File: config.mk
export PLATFORM = sky130hd
export DESIGN_NAME = stage_sequencer_flat
export DESIGN_NICKNAME = d
export VERILOG_FILES = /design/src/rtl/stage_sequencer_if.sv /design/src/rtl/stage_sequencer.sv /design/src/flat_wrapper.sv
export SDC_FILE = /design/constraint.sdc
export NUM_CORES = 1
export LEC_CHECK = 0
export CORE_AREA = 8 8 53 55
export CTS_BUF_LIST = sky130_fd_sc_hd__clkbuf_4 sky130_fd_sc_hd__clkbuf_8
export DETAILED_ROUTE_END_ITERATION = 8
export DIE_AREA = 0 0 61 63
export PLACE_DENSITY = 0.78
export SETUP_SLACK_MARGIN = 0.15
export SYNTH_ARGS = -nofsm -noshare
export SYNTH_HDL_FRONTEND = slang
export SYNTH_SLANG_ARGS = --single-unit
File: constraint.sdc
create_clock -name clk -period 2.4 [get_ports clk]
set_input_delay 0.36 -clock clk [delete_from_list [all_inputs] [get_ports clk]]
set_output_delay 0.36 -clock clk [all_outputs]
set_load 0.01 [all_outputs]
File: src/rtl/stage_sequencer_if.sv
// Bundle between the core control path and the stage sequencer.
// The master side drives opcode/mem_ready/resume; the slave side returns stage and strobes.
interface stage_sequencer_if;
   logic [5:0] opcode;
   logic       mem_ready;
   logic       resume;
   logic [2:0] stage;
   logic       pc_write;
   logic       ir_write;
   logic       aux_push_pop;
   logic       stall;
   logic       halted;
   logic       mem_err;

   modport master (
      output opcode, mem_ready, resume,
      input  stage, pc_write, ir_write, aux_push_pop, stall, halted, mem_err
   );

   modport slave (
      input  opcode, mem_ready, resume,
      output stage, pc_write, ir_write, aux_push_pop, stall, halted, mem_err
   );
endinterface

File: src/rtl/stage_sequencer.sv
// Five-stage multicycle sequencer with MUL/DIV and LW/SW stretch plus HALT/resume.
// Define MEM_TIMEOUT_EN to bound the memory wait and raise the sticky mem_err flag.
module stage_sequencer #(
   parameter int MUL_LAT     = 4,
   parameter int DIV_LAT     = 8,
   parameter int MEM_TIMEOUT = 16
) (
   input  logic              clk,
   input  logic              reset,
   stage_sequencer_if.slave  bus
);
   typedef enum logic [1:0] {RUN, WAIT_EX, WAIT_MEM, HALTED} state_t;

   localparam logic [2:0] ST_IF  = 3'd0;
   localparam logic [2:0] ST_ID  = 3'd1;
   localparam logic [2:0] ST_EX  = 3'd2;
   localparam logic [2:0] ST_MEM = 3'd3;
   localparam logic [2:0] ST_WB  = 3'd4;

   localparam logic [5:0] OP_MUL  = 6'b011100;
   localparam logic [5:0] OP_DIV  = 6'b000101;
   localparam logic [5:0] OP_LW   = 6'b100011;
   localparam logic [5:0] OP_SW   = 6'b101011;
   localparam logic [5:0] OP_HALT = 6'b111111;

   localparam logic [3:0] MUL_LOAD = 4'(MUL_LAT - 1);
   localparam logic [3:0] DIV_LOAD = 4'(DIV_LAT - 1);

   if (MUL_LAT < 1 || MUL_LAT > 15) begin : g_bad_mul_lat
      $error("stage_sequencer: MUL_LAT must be 1..15");
   end
   if (DIV_LAT < 1 || DIV_LAT > 15) begin : g_bad_div_lat
      $error("stage_sequencer: DIV_LAT must be 1..15");
   end
   if (MEM_TIMEOUT < 1 || MEM_TIMEOUT > 255) begin : g_bad_mem_timeout
      $error("stage_sequencer: MEM_TIMEOUT must be 1..255");
   end

   state_t     state_q, state_d;
   logic [2:0] stage_q, stage_d;
   logic [3:0] cnt_q, cnt_d;
   logic       mem_op_q, mem_op_d;
   logic       pc_write_q, pc_write_d;
   logic       ir_write_q, ir_write_d;
   logic       aux_q, aux_d;
   logic       stall_q, stall_d;
   logic       halted_q, halted_d;
   logic       tmo_hit;

`ifdef MEM_TIMEOUT_EN
   localparam logic [7:0] TMO_LAST = 8'(MEM_TIMEOUT - 1);
   logic [7:0] tmo_q, tmo_d;
   logic       mem_err_q, mem_err_d;

   // tmo_q counts completed wait cycles, so the MEM_TIMEOUT-th wait cycle is the last one.
   assign tmo_hit = (tmo_q == TMO_LAST);

   always_comb begin
      tmo_d     = 8'd0;
      mem_err_d = mem_err_q;
      if (state_q == WAIT_MEM && state_d == WAIT_MEM) begin
         tmo_d = (tmo_q == 8'hFF) ? tmo_q : tmo_q + 8'd1;
      end
      if (state_q == WAIT_MEM && !bus.mem_ready && tmo_hit) begin
         mem_err_d = 1'b1;
      end
   end

   always_ff @(posedge clk or negedge reset) begin
      if (!reset) begin
         tmo_q     <= 8'd0;
         mem_err_q <= 1'b0;
      end else begin
         tmo_q     <= tmo_d;
         mem_err_q <= mem_err_d;
      end
   end

   assign bus.mem_err = mem_err_q;
`else
   assign tmo_hit     = 1'b0;
   assign bus.mem_err = 1'b0;
`endif

   always_comb begin
      state_d    = state_q;
      stage_d    = stage_q;
      cnt_d      = cnt_q;
      mem_op_d   = mem_op_q;
      pc_write_d = 1'b0;
      aux_d      = 1'b0;
      unique case (state_q)
         RUN: begin
            case (stage_q)
               ST_IF: stage_d = ST_ID;
               ST_ID: begin
                  if (bus.opcode == OP_HALT) begin
                     state_d = HALTED;
                  end else begin
                     // Instruction class is captured here; opcode is a don't-care afterwards.
                     stage_d  = ST_EX;
                     aux_d    = 1'b1;
                     mem_op_d = (bus.opcode == OP_LW) || (bus.opcode == OP_SW);
                     cnt_d    = (bus.opcode == OP_MUL) ? MUL_LOAD :
                                (bus.opcode == OP_DIV) ? DIV_LOAD : 4'd0;
                  end
               end
               ST_EX: begin
                  if (cnt_q != 4'd0) begin
                     state_d = WAIT_EX;
                     cnt_d   = cnt_q - 4'd1;
                  end else begin
                     stage_d = ST_MEM;
                  end
               end
               ST_MEM: begin
                  if (mem_op_q && !bus.mem_ready) state_d = WAIT_MEM;
                  else                            stage_d = ST_WB;
               end
               ST_WB: begin
                  stage_d    = ST_IF;
                  pc_write_d = 1'b1;
               end
               default: stage_d = ST_IF;
            endcase
         end
         WAIT_EX: begin
            if (cnt_q == 4'd0) begin
               state_d = RUN;
               stage_d = ST_MEM;
            end else begin
               cnt_d = cnt_q - 4'd1;
            end
         end
         WAIT_MEM: begin
            if (bus.mem_ready || tmo_hit) begin
               state_d = RUN;
               stage_d = ST_WB;
            end
         end
         HALTED: begin
            if (bus.resume) begin
               state_d    = RUN;
               stage_d    = ST_IF;
               pc_write_d = 1'b1;
            end
         end
         default: state_d = RUN;
      endcase
      ir_write_d = (state_d == RUN) && (stage_d == ST_IF);
      stall_d    = (state_d == WAIT_EX) || (state_d == WAIT_MEM);
      halted_d   = (state_d == HALTED);
   end

   always_ff @(posedge clk or negedge reset) begin
      if (!reset) begin
         state_q    <= RUN;
         stage_q    <= ST_IF;
         cnt_q      <= 4'd0;
         mem_op_q   <= 1'b0;
         pc_write_q <= 1'b0;
         ir_write_q <= 1'b0;
         aux_q      <= 1'b0;
         stall_q    <= 1'b0;
         halted_q   <= 1'b0;
      end else begin
         state_q    <= state_d;
         stage_q    <= stage_d;
         cnt_q      <= cnt_d;
         mem_op_q   <= mem_op_d;
         pc_write_q <= pc_write_d;
         ir_write_q <= ir_write_d;
         aux_q      <= aux_d;
         stall_q    <= stall_d;
         halted_q   <= halted_d;
      end
   end

   assign bus.stage        = stage_q;
   assign bus.pc_write     = pc_write_q;
   assign bus.ir_write     = ir_write_q;
   assign bus.aux_push_pop = aux_q;
   assign bus.stall        = stall_q;
   assign bus.halted       = halted_q;
endmodule
File: src/flat_wrapper.sv
// flat-port wrapper written by rule: the top's interface ports become plain ports
module stage_sequencer_flat 
#(
   parameter int MUL_LAT     = 4,
   parameter int DIV_LAT     = 8,
   parameter int MEM_TIMEOUT = 16
)
  (clk, reset, bus_opcode, bus_mem_ready, bus_resume, bus_stage, bus_pc_write, bus_ir_write, bus_aux_push_pop, bus_stall, bus_halted, bus_mem_err);
  stage_sequencer_if bus_i ();
  input  logic clk;
  input  logic reset;
  input wire logic [$bits(bus_i.opcode)-1:0] bus_opcode;
  input wire logic [$bits(bus_i.mem_ready)-1:0] bus_mem_ready;
  input wire logic [$bits(bus_i.resume)-1:0] bus_resume;
  output wire logic [$bits(bus_i.stage)-1:0] bus_stage;
  output wire logic [$bits(bus_i.pc_write)-1:0] bus_pc_write;
  output wire logic [$bits(bus_i.ir_write)-1:0] bus_ir_write;
  output wire logic [$bits(bus_i.aux_push_pop)-1:0] bus_aux_push_pop;
  output wire logic [$bits(bus_i.stall)-1:0] bus_stall;
  output wire logic [$bits(bus_i.halted)-1:0] bus_halted;
  output wire logic [$bits(bus_i.mem_err)-1:0] bus_mem_err;
  assign bus_i.opcode = bus_opcode;
  assign bus_i.mem_ready = bus_mem_ready;
  assign bus_i.resume = bus_resume;
  assign bus_stage = bus_i.stage;
  assign bus_pc_write = bus_i.pc_write;
  assign bus_ir_write = bus_i.ir_write;
  assign bus_aux_push_pop = bus_i.aux_push_pop;
  assign bus_stall = bus_i.stall;
  assign bus_halted = bus_i.halted;
  assign bus_mem_err = bus_i.mem_err;
  stage_sequencer #(.MUL_LAT(MUL_LAT), .DIV_LAT(DIV_LAT), .MEM_TIMEOUT(MEM_TIMEOUT)) u_core (.clk(clk), .reset(reset), .bus(bus_i));
endmodule
==> run metrics <==
status=finished, final reports clean; leading area contributor after synthesis=dfrtp_1; DP HPWL=1.864 mm; vias in the first global route=898; Sink Count=15; syn nets=131; Post-Synth Simple-Gate Area=28.09%; DRC Markers=0; met3 Track Usage GR=2.469%; share of layout cells above drive strength 1=10.53%; delay of the slowest cell on the worst path=0.42 ns; worst hold margin=0.4714 ns; highest-count cells in the layout ignoring fill and taps=clkdlybuf4s50_1 (17), dfrtp_1 (15), nor2_1 (12), inv_1 (10), nand2_1 (9); Sw Pwr=620.0 µW; sequential share of the synthesized area=37.13%; top cell type's share of synthesized area=37.13%; crit path kind=flop to flop; initial antenna violation count=0; multiplexer share of the synthesized area=2.599%; maximum VDD drop=0.6657 mV; post-layout minimum cycle time=2.012 ns; hold buffers post-CTS=0; number of max-cap violations=0; min-delay worst type=primary input to async pin; die height=63 µm; Slew HR=53.40%; Clock Power Share=10.6%; Synth Register Bits=15; Area Growth Syn to Fin=22.65%; Netlist Area Pre-Place=1011 µm²; fill count=197; RD Place Congestion=0.8949; pre-CTS setup slack=0.2518 ns; Hold Vio Cnt, Final=0; Yosys cell types=39; CTS tree=built; design area=1240 µm²; port bufs=17; CORE AREA=2063 µm²; Avg Vias per Cell=5.534; Seq pwr share=31.4%; Worst Tran Pin Value=0.6968 ns; period utilisation layout=83.83%; Post-Synth XOR/XNOR Area=0%; PnR Total Power=1.430 mW; setup ws final=0.3881 ns; pin count of the biggest net entering global routing=16; WP data required=2.59 ns; DIE WIDTH=61 µm; cell row count=17; root buf cell=clkbuf_4; critical path arrival=2.20 ns; Pint=810.0 µW; die area=3843 µm²; synth warn=0; total number of vias=891; max-slew violation count=0; met2 Use GR=23.41%; critical path, cell by cell=inv_1 > ha_1 > or3b_4 > a21oi_1 > o32a_1 > or2_4 > mux2_4; power per cell area=1153 nW/µm²; WL final=2.278 mm; CTS clock-pin slew for the worst setup and hold paths=0.10 ns; Post-Synth Adder-Cell Area=8.663%; Ports=19; DR WL/cell=14.15 µm; clk buf depth=2; met1 Track Usage GR=14.37%; Mapped Avg Cell Area=8.868 µm²; Initial Util=49.00%; LEAKAGE=0.5373 nW; skew final=0.006587 ns; crit path launch=u_core.cnt_q[0]; Reg-to-Reg Start=u_core.cnt_q[0]; Setup Viol. Count Final=0; main combinational cell family by area after synthesis=simple AND/OR/NAND/NOR gates; Final ANT Viol Nets=0; combinational power share=58.0%; DP Area=1207 µm²; CP Launch Type=flop; post-synthesis compound-gate area fraction=17.82%; Synth area leaders=dfrtp_1 (37%), ha_1 (8.7%), nor2_1 (4.5%), inv_1 (3.7%), o21ai_0 (3.5%); Critical Path Slowest Stage Cell=dfrtp_1; H-tree depth=1; Inserted Clock Buffers=3; # nets final=151; post-CTS setup buffers=0; GRT Max-Usage Layer=met2; 1st-pass router iterations=4; Cells after Synth=114; Switching Share=43.36%; Max Fclk=0.4970 GHz; critical path fanouts, max=4; unrepaired setup endpoints after global routing=false; Total GRT Usage=13.41%; antenna cells=0; Setup TNS Final=0 ns; total grt overflow=0; clock insertion delay at the later pin of the skew report=0.30 ns; commonest non-fill, non-tap cell in the layout=clkdlybuf4s50_1; CP Capture Type=flop; first-pass GRT wire length=3.898 mm; Starting DRT DRC Count=32
==> cell families (layout without fill, tap and decap cells) <==
family / count (synthesis) / after routing
compound gates: 27 / 27
other cells: 1 / 1
simple gates: 49 / 49
mux: 2 / 2
buf+inv: 13 / 32
fa+ha+maj: 7 / 7
flops: 15 / 15
==> critical path, delay by kind of cell, from the launching register on <==
kind	cells	cell delay, ns
compound gates	2	0.34
mux	1	0.29
simple gates	2	0.57
buf+inv	1	0.08
fa+ha+maj	1	0.20
flops	1	0.42
==> sequential cells by signal, summed over array words and instances (netlist names) <==
signal,cells
u_core.bus.aux_push_pop,1
u_core.bus.halted,1
u_core.bus.ir_write,1
u_core.bus.pc_write,1
u_core.bus.stage,3
u_core.bus.stall,1
u_core.cnt_q,4
u_core.mem_op_q,1
u_core.state_q,2
==> synth_stat cells (all sizes together) <==
library cell and instances:
nor2b 2, nand3 1, a31o 1, nand3b 2
o31ai 3, nor2 12, and2b 1, dfrtp 15
inv 10, nand2 9, nand2b 5, o32a 1
nand4 2, o21a 1, conb 1, nand4b 1
nor4 2, o221ai 2, o211ai 2, mux2 2
ha 7, buf 2, a21oi 6, a2111oi 1
nor4b 1, nor3b 4, o21ai 8, nor3 4
a21o 1, or2 1, clkbuf 1, or3b 2
a31oi 1
==> cell type report <==
type	count	area, µm²	area share (%)
multi-input cells	86	586.8	47.33
repair buffers	18	177.7	14.33
clock inverters	1	5.005	0.4036
flip-flops and latches	15	375.4	30.27
clock buffers	3	22.52	1.816
inverters	10	37.54	3.027
well taps	28	35.03	2.825
==> per-stage QoR <==
step	util, %	std cells
floorplan	-	114
global placement	58.52	157
detailed placement	58.52	157
CTS	59.85	161
global route	60.10	161
finish	60.10	161
==> metal layers <==
layer / wire length (µm) / share of wire [%]
met1: 933 / 41
met2: 1204 / 53
met3: 89 / 3.9
met4: 51 / 2.2
met5: 0 / 0
==> power groups by stage <==
stage | combinational (mW) | clock (mW) | sequential (mW)
after CTS | 0.829 | 0.157 | 0.448
after floorplan | 0.574 | 0 | 0.437
after global placement | 0.808 | 0 | 0.450
after detailed placement | 0.826 | 0 | 0.454
after global routing | 0.928 | 0.169 | 0.465
final | 0.830 | 0.151 | 0.449
==> what timing repair did <==
item	4_1_cts	5_1_grt
hold endpoints to repair	0	0
endpoints found under the setup margin	0	1
gates resized for setup	0	1
==> final timing paths <==
path	to	slack, ns	cells after the start
setup reg to reg	u_core.cnt_q[1]	0.39	7
setup / recovery	u_core.cnt_q[1]	0.39	7
hold / removal	u_core.cnt_q[0]	0.47	1
hold reg to reg	u_core.mem_op_q	0.53	1
max in group asynchronous	u_core.cnt_q[3]	1.48	1
min in group clk	u_core.mem_op_q	0.53	1
Note: power is estimated with default switching activity, not from simulation.
